[config.mk]
export PLATFORM = sky130hd
export DESIGN_NAME = instruction_decode
export DESIGN_NICKNAME = d
export VERILOG_FILES = /design/src/rtl/instruction_decode_pkg.sv /design/src/rtl/instruction_decode_register_file.sv /design/src/rtl/instruction_decode.sv
export SDC_FILE = /design/constraint.sdc
export NUM_CORES = 2
export LEC_CHECK = 0
export CORE_MARGIN = 5
export CORE_UTILIZATION = 40
export DETAILED_ROUTE_END_ITERATION = 7
export PLACE_DENSITY = 0.58
export SLEW_MARGIN = 20
export SYNTH_ARGS = -nofsm -noshare
export SYNTH_HDL_FRONTEND = slang
export SYNTH_SLANG_ARGS = --single-unit
[constraint.sdc]
create_clock -name d_clk -period 1.9 [get_ports d_clk]
set_input_delay 0.475 -clock d_clk [delete_from_list [all_inputs] [get_ports d_clk]]
set_output_delay 0.475 -clock d_clk [all_outputs]
set_load 0.1 [all_outputs]
[src/rtl/instruction_decode_pkg.sv]
// instruction_decode_pkg: shared widths, MIPS opcode/funct encodings and register names for the decode stage
package instruction_decode_pkg;
    localparam int IWIDTH   = 32;
    localparam int PC_WIDTH = 32;
    localparam int DWIDTH   = 32;
    localparam int AWIDTH   = 5;

    localparam logic [5:0] OP_RTYPE = 6'h00;
    localparam logic [5:0] OP_J     = 6'h02;
    localparam logic [5:0] OP_JAL   = 6'h03;
    localparam logic [5:0] OP_BEQ   = 6'h04;
    localparam logic [5:0] OP_BNE   = 6'h05;
    localparam logic [5:0] OP_ADDI  = 6'h08;
    localparam logic [5:0] OP_ADDIU = 6'h09;
    localparam logic [5:0] OP_SLTI  = 6'h0A;
    localparam logic [5:0] OP_SLTIU = 6'h0B;
    localparam logic [5:0] OP_ANDI  = 6'h0C;
    localparam logic [5:0] OP_ORI   = 6'h0D;
    localparam logic [5:0] OP_XORI  = 6'h0E;
    localparam logic [5:0] OP_LUI   = 6'h0F;
    localparam logic [5:0] OP_LW    = 6'h23;
    localparam logic [5:0] OP_SW    = 6'h2B;

    localparam logic [5:0] FUNCT_JR = 6'h08;
    localparam logic [4:0] REG_RA   = 5'd31;
endpackage

[src/rtl/instruction_decode_register_file.sv]
// register_file: 32-entry register file, two combinational read ports with write-back bypass
// Ports:
//   clk_i, rst_ni              clock, async active-low reset (clears every register)
//   we_i, waddr_i, wdata_i     synchronous write port; writes to register 0 are dropped
//   raddr_a_i / rdata_a_o      read port A
//   raddr_b_i / rdata_b_o      read port B
module register_file #(
    parameter int DWIDTH = instruction_decode_pkg::DWIDTH,
    parameter int AWIDTH = instruction_decode_pkg::AWIDTH
) (
    input  logic              clk_i,
    input  logic              rst_ni,
    input  logic              we_i,
    input  logic [AWIDTH-1:0] waddr_i,
    input  logic [DWIDTH-1:0] wdata_i,
    input  logic [AWIDTH-1:0] raddr_a_i,
    input  logic [AWIDTH-1:0] raddr_b_i,
    output logic [DWIDTH-1:0] rdata_a_o,
    output logic [DWIDTH-1:0] rdata_b_o
);
    logic [DWIDTH-1:0] mem_q [1<<AWIDTH];

    always_ff @(posedge clk_i or negedge rst_ni)
        if (!rst_ni)
            for (int i = 0; i < (1 << AWIDTH); i++) mem_q[i] <= '0;
        else if (we_i && waddr_i != '0)
            mem_q[waddr_i] <= wdata_i;

    // A same-cycle write to the addressed register is forwarded so decode sees the new value.
    assign rdata_a_o = (raddr_a_i == '0) ? '0 : (we_i && waddr_i == raddr_a_i) ? wdata_i : mem_q[raddr_a_i];
    assign rdata_b_o = (raddr_b_i == '0) ? '0 : (we_i && waddr_i == raddr_b_i) ? wdata_i : mem_q[raddr_b_i];
endmodule

[src/rtl/instruction_decode.sv]
// instruction_decode: MIPS decode stage; field/control decode, operand read, load-use stall, 1-cycle registered outputs
// Ports:
//   d_clk, d_rst                        clock, async active-low reset
//   d_i_ce, d_i_instr, d_i_pc           instruction from fetch
//   d_i_stall, d_i_flush                hold / squash from downstream
//   d_i_wb_we, d_i_wb_addr, d_i_wb_data register write-back
//   d_o_*                               registered decode results for execute
//   d_o_stall                           combinational load-use stall to fetch
module instruction_decode #(
    parameter int IWIDTH   = instruction_decode_pkg::IWIDTH,
    parameter int PC_WIDTH = instruction_decode_pkg::PC_WIDTH,
    parameter int DWIDTH   = instruction_decode_pkg::DWIDTH,
    parameter int AWIDTH   = instruction_decode_pkg::AWIDTH
) (
    input  logic                d_clk,
    input  logic                d_rst,
    input  logic                d_i_ce,
    input  logic [IWIDTH-1:0]   d_i_instr,
    input  logic [PC_WIDTH-1:0] d_i_pc,
    input  logic                d_i_stall,
    input  logic                d_i_flush,
    input  logic                d_i_wb_we,
    input  logic [AWIDTH-1:0]   d_i_wb_addr,
    input  logic [DWIDTH-1:0]   d_i_wb_data,
    output logic                d_o_ce,
    output logic [PC_WIDTH-1:0] d_o_pc,
    output logic [5:0]          d_o_opcode,
    output logic [5:0]          d_o_funct,
    output logic [4:0]          d_o_shamt,
    output logic [AWIDTH-1:0]   d_o_rs_addr,
    output logic [AWIDTH-1:0]   d_o_rt_addr,
    output logic [AWIDTH-1:0]   d_o_rd_addr,
    output logic [DWIDTH-1:0]   d_o_rs_data,
    output logic [DWIDTH-1:0]   d_o_rt_data,
    output logic [DWIDTH-1:0]   d_o_imm,
    output logic [PC_WIDTH-1:0] d_o_jump_addr,
    output logic                d_o_reg_write,
    output logic                d_o_mem_read,
    output logic                d_o_mem_write,
    output logic                d_o_alu_src,
    output logic                d_o_branch,
    output logic                d_o_jump,
    output logic                d_o_illegal,
    output logic                d_o_stall
);
    import instruction_decode_pkg::*;

    typedef struct packed {
        logic                ce;
        logic [PC_WIDTH-1:0] pc;
        logic [5:0]          opcode;
        logic [5:0]          funct;
        logic [4:0]          shamt;
        logic [AWIDTH-1:0]   rs;
        logic [AWIDTH-1:0]   rt;
        logic [AWIDTH-1:0]   rd;
        logic [DWIDTH-1:0]   rs_data;
        logic [DWIDTH-1:0]   rt_data;
        logic [DWIDTH-1:0]   imm;
        logic [PC_WIDTH-1:0] jump_addr;
        logic                reg_write;
        logic                mem_read;
        logic                mem_write;
        logic                alu_src;
        logic                branch;
        logic                jump;
        logic                illegal;
    } stage_t;

    stage_t            dec;
    stage_t            out_d;
    stage_t            out_q;
    logic [5:0]        op;
    logic [15:0]       imm16;
    logic [3:0]        pc_hi;
    logic [DWIDTH-1:0] rs_rd;
    logic [DWIDTH-1:0] rt_rd;
    logic              reads_rs;
    logic              reads_rt;
    logic              load_use;

    assign op    = d_i_instr[31:26];
    assign imm16 = d_i_instr[15:0];
    // Top nibble of pc+4: only a carry out of pc[27:2] can change it; wraps naturally at 2^32.
    assign pc_hi = d_i_pc[PC_WIDTH-1:28] + 4'(&d_i_pc[27:2]);

    register_file #(.DWIDTH(DWIDTH), .AWIDTH(AWIDTH)) u_rf (
        .clk_i     (d_clk),
        .rst_ni    (d_rst),
        .we_i      (d_i_wb_we),
        .waddr_i   (d_i_wb_addr),
        .wdata_i   (d_i_wb_data),
        .raddr_a_i (d_i_instr[25:21]),
        .raddr_b_i (d_i_instr[20:16]),
        .rdata_a_o (rs_rd),
        .rdata_b_o (rt_rd)
    );

    always_comb begin
        dec           = '0;
        dec.ce        = 1'b1;
        dec.pc        = d_i_pc;
        dec.opcode    = op;
        dec.funct     = d_i_instr[5:0];
        dec.shamt     = d_i_instr[10:6];
        dec.rs        = d_i_instr[25:21];
        dec.rt        = d_i_instr[20:16];
        dec.rd        = d_i_instr[20:16];
        dec.rs_data   = rs_rd;
        dec.rt_data   = rt_rd;
        dec.imm       = {{(DWIDTH-16){imm16[15]}}, imm16};
        dec.jump_addr = {pc_hi, d_i_instr[25:0], 2'b00};
        case (op)
            OP_RTYPE: begin
                dec.rd        = d_i_instr[15:11];
                dec.jump      = d_i_instr[5:0] == FUNCT_JR;
                dec.reg_write = d_i_instr[5:0] != FUNCT_JR;
            end
            OP_ADDI, OP_ADDIU, OP_SLTI, OP_SLTIU: {dec.alu_src, dec.reg_write} = 2'b11;
            OP_ANDI, OP_ORI, OP_XORI: begin
                dec.imm                       = {{(DWIDTH-16){1'b0}}, imm16};
                {dec.alu_src, dec.reg_write} = 2'b11;
            end
            OP_LUI: begin
                dec.imm                       = {imm16, {(DWIDTH-16){1'b0}}};
                {dec.alu_src, dec.reg_write} = 2'b11;
            end
            OP_LW:         {dec.mem_read, dec.alu_src, dec.reg_write} = 3'b111;
            OP_SW:         {dec.mem_write, dec.alu_src} = 2'b11;
            OP_BEQ, OP_BNE: dec.branch = 1'b1;
            OP_J:          dec.jump = 1'b1;
            OP_JAL: begin
                dec.rd                     = REG_RA;
                {dec.jump, dec.reg_write} = 2'b11;
            end
            default:       dec.illegal = 1'b1;
        endcase
        dec.reg_write = dec.reg_write && dec.rd != '0;
    end

    assign reads_rs  = !(op inside {OP_J, OP_JAL, OP_LUI});
    assign reads_rt  = op inside {OP_RTYPE, OP_SW, OP_BEQ, OP_BNE};
    assign load_use  = out_q.ce && out_q.mem_read && out_q.rt != '0 && d_i_ce &&
                       ((reads_rs && dec.rs == out_q.rt) || (reads_rt && dec.rt == out_q.rt));
    assign d_o_stall = load_use;

    // Flush beats stall; a bubble (load-use or idle) keeps data fields but drops valid and controls.
    always_comb begin
        out_d = out_q;
        if (d_i_flush || (!d_i_stall && (load_use || !d_i_ce)))
            {out_d.ce, out_d.reg_write, out_d.mem_read, out_d.mem_write,
             out_d.alu_src, out_d.branch, out_d.jump, out_d.illegal} = '0;
        else if (!d_i_stall)
            out_d = dec;
    end

    always_ff @(posedge d_clk or negedge d_rst)
        if (!d_rst) out_q <= '0;
        else        out_q <= out_d;

    assign d_o_ce        = out_q.ce;
    assign d_o_pc        = out_q.pc;
    assign d_o_opcode    = out_q.opcode;
    assign d_o_funct     = out_q.funct;
    assign d_o_shamt     = out_q.shamt;
    assign d_o_rs_addr   = out_q.rs;
    assign d_o_rt_addr   = out_q.rt;
    assign d_o_rd_addr   = out_q.rd;
    assign d_o_rs_data   = out_q.rs_data;
    assign d_o_rt_data   = out_q.rt_data;
    assign d_o_imm       = out_q.imm;
    assign d_o_jump_addr = out_q.jump_addr;
    assign d_o_reg_write = out_q.reg_write;
    assign d_o_mem_read  = out_q.mem_read;
    assign d_o_mem_write = out_q.mem_write;
    assign d_o_alu_src   = out_q.alu_src;
    assign d_o_branch    = out_q.branch;
    assign d_o_jump      = out_q.jump;
    assign d_o_illegal   = out_q.illegal;
endmodule

**Word level (Yosys, flattened, before mapping)**

Cells that the tools add are included.

- Input bits: 107
- Bits in writable memories: 0
- Output and inout port bits: 201
- Memories: 0
- ROM bits: 0
- Flip-flop bits (word level): 1222
- Bits in latches: 0
- Logic and storage cells: 141

- Shifts and indexed selects: 0
- Eq/ne operators: 21
- Bitwise operators: 5
- Add/subtract/negate cells: 1
- Divide/modulo/power cells: 0
- Order comparisons: 4
- Multiplexer cells: 25
- Multipliers: 0
- Reduce and logical (&&, ||, !) cells: 34

Operator list:

| cell | count |
|---|---|
| bitwise mux 1024 bit | 1 |
| binary-select mux 32 bit (select 5 bit) | 2 |
| 2-to-1 mux 32 bit | 9 |
| 2-to-1 mux 200 bit | 1 |
| demux 32 bit (select 5 bit) | 1 |
| case mux 32 bit (2 select lines) | 1 |
| equality test 6 x 4 -> 1 bit, second input constant | 9 |
| AND reduction 26 bit | 1 |
| equality test 5 bit | 4 |
| OR reduction 10 bit | 2 |
| greater-or-equal comparator 6 bit, second input constant | 3 |
| NOT 5 -> 6 bit | 3 |
| nonzero test 5 bit | 3 |
| OR reduction 15 bit | 1 |
| equality test 6 x 2 -> 1 bit, second input constant | 2 |
| equality test 6 x 3 -> 1 bit, second input constant | 2 |
| equality test 6 bit, second input constant | 2 |
| logical AND 1 bit | 12 |
| logical NOT 5 bit | 2 |
| case mux 5 bit (2 select lines) | 1 |
| 2-to-1 mux 7 bit | 1 |
| logical NOT 6 bit | 1 |
| < comparator 6 x 1 -> 1 bit, second input constant | 1 |
| 2-to-1 mux 1 bit | 6 |
| 12 further kinds | 19 |

**Longest topological paths before layout**

- Depth in word-level cells: 11
- Gate-level depth with buffers: 10

**By module**

A second synthesis with hierarchy kept.

- Cell total of the unflattened synthesis: 4361
- Area total of the unflattened synthesis: 62716.4 um2

Modules (own cells, without submodules):

| module | cells an instance | times used | sequential area each (um2) | area an instance (um2) |
|---|---|---|---|---|
| register_file | 3792 | 1 | 25624.6 | 54798.8 |
| instruction_decode | 569 | 1 | 4429.2 | 7917.6 |

**Worst setup path before layout**

Ideal clock, no wire load.

- Path kind: reg2out
- Start point: reg out_q, in the netlist d_o_rt_addr[1]
- End point: out d_o_stall
- Slack: -1557 ps
- Arrival time: 2982 ps
- Required time: 1425 ps
- Stages on the path, launching flop included: 5
- Cells stage by stage: dfrtp_1 > xor2_1 > a2111oi_1 > a32oi_2 > nor2_1

- Cells in the longest elaborated chain, start to end: 4

Ends and longest elaborated chain:

| element | line | source |
|---|---|---|
| from (decl) | instruction_decode.sv:72 | `stage_t out_q;` |
| from (signal assigned) | instruction_decode.sv:159 | `else out_q <= out_d;` |
| equality test 5 bit / nonzero test 5 bit (equally long branches) | instruction_decode.sv:144, instruction_decode.sv:143 |  |
| logical AND 1 bit, on equally long branches | instruction_decode.sv:144, instruction_decode.sv:143 |  |
| logical OR 1 bit / logical AND 1 bit (equally long branches) | instruction_decode.sv:144, instruction_decode.sv:143 |  |
| logical AND 1 bit (*) | instruction_decode.sv:143 | `assign load_use = out_q.ce && out_q.mem_read && out_q.rt != '0 && d_i_ce &&` |
| to (decl) | instruction_decode.sv:44 | `output logic d_o_stall` |

Mark *: on every way between the ends. The rest lies on a longest branch, timed or not.

**Worst setup path after layout**

- Start point: reg out_q, in the netlist d_o_rt_addr[2]
- End point: out d_o_stall

The elaborated chain is that of the path after synthesis.

==> metrics.yaml <==
outcome:
  outcome: "finished, violations left"
  violations: "negative setup slack"
place:
  place_congestion: 0.862
  post-place-cells: 7158
  port_buffers: 305
  post-place-ws_ns: -1.12
  dp_hpwl_um: 155000
  place_area_mm2: 0.0769
setup_path:
  start_kind: "flop"
  arrival_ns: 2.67
  end_kind: "output port"
  crit_path_max_fanout: 4
  required_ns: 1.42
  crit_type: "reg -> out"
route:
  vias: 44900
  wirelength_um: 226000
  drc: 0
  drtIter0Drc: 4012
  viasPerCell: 6.02
  wl_per_cell_um: 30.4
  drt.antenna.violating_nets: 0
  drtPass1Iterations: 5
clocking:
  htree_num_levels: 4
  cts_sinks: 1201
  numCtsBuffers: 136
  clk_latency_ns: 0.78
  clk_path_buf_depth: 3
  clockRootBuffer: "clkbuf_16"
  clk_pin_slew_ns: 0.06
  cts_tree: "built"
sta:
  hold_viol_final: 0
  fmax_ghz: 0.318
  holdWs_ns: 0.205
  fin_tns_setup_ns: -156.19
  fin_crit_ns: 3.14
  worst_pin_slew_ns: 0.727
  clock_skew_ns: 0.0214
  slew_viol_final: 0
  layout_setup_ws_ns: -1.24
  rsz0062_at_grt: "true"
  relSlewSlack: 0.515
  setup_violations: 258
  period_share: 1.65
die:
  io_pins: 308
  die_w_um: 405
  die_area_mm2: 0.164
  start_util: 0.403
  rows: 144
  fp.coreArea_mm2: 0.155
  die_h_um: 405
finish:
  fin_nets: 5417
  fillers: 12700
  areaGrowthSynthToFinish_pct: 32.6
  final_cells: 7458
  multi_input_area_mm2: 0.0304
  drive_gt1_frac: 0.534
  fin_area_mm2: 0.0827
  seq_area_mm2: 0.0301
  utilization: 0.535
global_route:
  grt_pass1_vias: 46400
  grt_max_degree: 64
  grt_pass1_wl_um: 330000
  antenna_found_initial: 4
  grt_use_met1: 0.372
  gr-total-overflow: 0
  grt_util_all_layers: 0.273
  met3_usage: 0.0514
  top_usage_layer: "met2"
  met2_usage: 0.437
synthesis:
  yosysWarnings: 0
  synth_area_per_cell_um2: 13.8
  ys_seq_area_frac: 0.482
  ys_ff_latch: 1201
  ys.flop_type: "dfrtp_1"
  yosysUniqueCellTypes: 61
  netlist_area_mm2: 0.0623
  async_flop_share: 1.00
  synth-edff-count: 0
  syn_inst: 4514
hold_path:
  min_path_type: "in -> reg"
pwr:
  ir_drop_mv: 0.611
  total_power_mw: 86.6
  power_density_mw_per_mm2: 1050
  p_leak_nw: 36.8
flow_run:
  drv_cap: 0
==> state kept, by name (all words and copies together), names as in the netlist, 4 cells and up <==
register,flops
d_o_rd_addr,5
d_o_funct,5
u_rf.mem_q,1024
d_o_rt_addr,4
d_o_imm,32
d_o_opcode,6
d_o_shamt,4
d_o_rt_data,32
d_o_rs_addr,4
d_o_rs_data,32
d_o_pc,32
d_o_jump_addr,13
==> cells by family after synthesis <==
group,Yosys count,share of synthesized area
compound gates,478,0.0551
xor+xnor,22,0.00309
fa+ha+maj,2,0.000401
buf+inv,516,0.0378
flops,1201,0.482
mux,1669,0.379
other cells,1,0.0000601
simple gates,625,0.0427
==> report_power, final <==
part           switching (mW)  leakage (nW)  internal, mW  total [mW]
sequential               4.13          15.3          30.4        34.5
combinational            12.3          19.2          12.8        25.1
clock                    11.0          2.26          16.0        26.9
total                    27.4          36.8          59.2        86.6
==> metal layers <==
layer / wire, um / vias to the layer above
li1: - / 18600
met1: 93900 / 24000
met3: 16400 / 441
met5: 0 / -
met4: 9790 / 0
met2: 106000 / 1857
==> final timing paths <==
check | startpoint | endpoint | slack [ns] | cells after the start
min in group asynchronous | d_rst | d_o_pc[16] | 0.21 | 2
hold reg to reg | u_rf.mem_q[1000] | u_rf.mem_q[1000] | 0.40 | 0
max in group asynchronous | d_rst | u_rf.mem_q[792] | 0.73 | 3
setup / recovery | d_o_rt_addr[2] | d_o_stall | -1.24 | 8
hold / removal | d_i_instr[24] | d_o_rs_addr[3] | 0.20 | 5
setup reg to reg | d_o_rt_addr[2] | d_o_rt_data[28] | -0.95 | 13
==> critical path, stage by stage (launching register included) <==
cell and delay [ns]:
dfrtp_4 0.48, buf_8 0.13, xor2_1 0.17, nor4_4 0.34, buf_4 0.22, a32oi_4 0.12
buf_6 0.15, nor2_4 0.11, buf_12 0.18
==> final cells by class <==
class                      count  share of cell area
multi-input combinational   2798               0.368
clock inverter                34             0.00463
sequential                  1201               0.364
clock buffer                 208              0.0506
timing repair buffer        1170               0.182
inverter                       1           0.0000454
tap                         2044              0.0309
antenna                        2           0.0000605
==> placed cells by master, fill, tap and decap left out, types with 7 or more instances in the layout <==
master | Yosys | layout
buf_8 | 0 | 10
o22ai_1 | 67 | 67
o21ai_1 | 22 | 34
o211a_1 | 31 | 31
mux2i_1 | 139 | 139
a22o_1 | 81 | 81
o2111ai_1 | 31 | 31
nand2_1 | 376 | 360
xor2_1 | 19 | 17
clkbuf_8 | 0 | 38
mux2_1 | 13 | 13
buf_12 | 0 | 432
nand2_2 | 0 | 10
a221oi_1 | 51 | 51
dfrtp_1 | 1201 | 1191
clkbuf_16 | 0 | 154
clkbuf_1 | 247 | 28
nand3_1 | 54 | 51
clkinv_2 | 0 | 17
buf_16 | 0 | 14
o211ai_1 | 20 | 20
a31oi_1 | 22 | 20
clkdlybuf4s50_1 | 0 | 95
nor2_1 | 120 | 104
buf_6 | 8 | 17
nand4_1 | 11 | 11
mux4_2 | 444 | 444
mux2_2 | 1073 | 1073
nor2b_1 | 12 | 7
o21ai_0 | 75 | 63
buf_4 | 41 | 585
nor2_4 | 0 | 16
a21oi_1 | 52 | 52
==> repair_timing <==
| action | CTS | global route |
|---|---|---|
| setup endpoints to repair | 324 | 468 |
| resized for setup | 51 | 50 |
| buffers inserted | 18 | 14 |
| pin swaps | 6 | 21 |
| hold endpoints to repair | 161 | 0 |
| gates cloned | 14 | 13 |
| hold buffers | 1 | 0 |
==> synthesized netlist by cell type, types with 8 or more instances <==
library cell  count  share of area
a22o_1           81          0.011
mux4_2          444           0.16
mux2i_1         139          0.022
nand4_1          11         0.0011
a21oi_1          52         0.0042
xor2_1           19         0.0027
o211a_1          31         0.0050
o211ai_1         20         0.0024
dfrtp_1        1201           0.48
a31oi_1          22         0.0022
nand3_1          54         0.0043
clkbuf_1        247          0.015
buf_2           163          0.013
mux2_2         1073           0.19
o21ai_1          22         0.0018
nor2_1          120         0.0072
nand2_1         376          0.023
nand2b_1          9        0.00090
o2111ai_1        31         0.0044
a221oi_1         51         0.0072
o22ai_1          67         0.0067
nor2b_1          12         0.0012
buf_1            56         0.0034
o21ai_0          75         0.0060
buf_6             8         0.0014
buf_4            41         0.0049
mux2_1           13         0.0023
(Power assumes the default switching activity.)
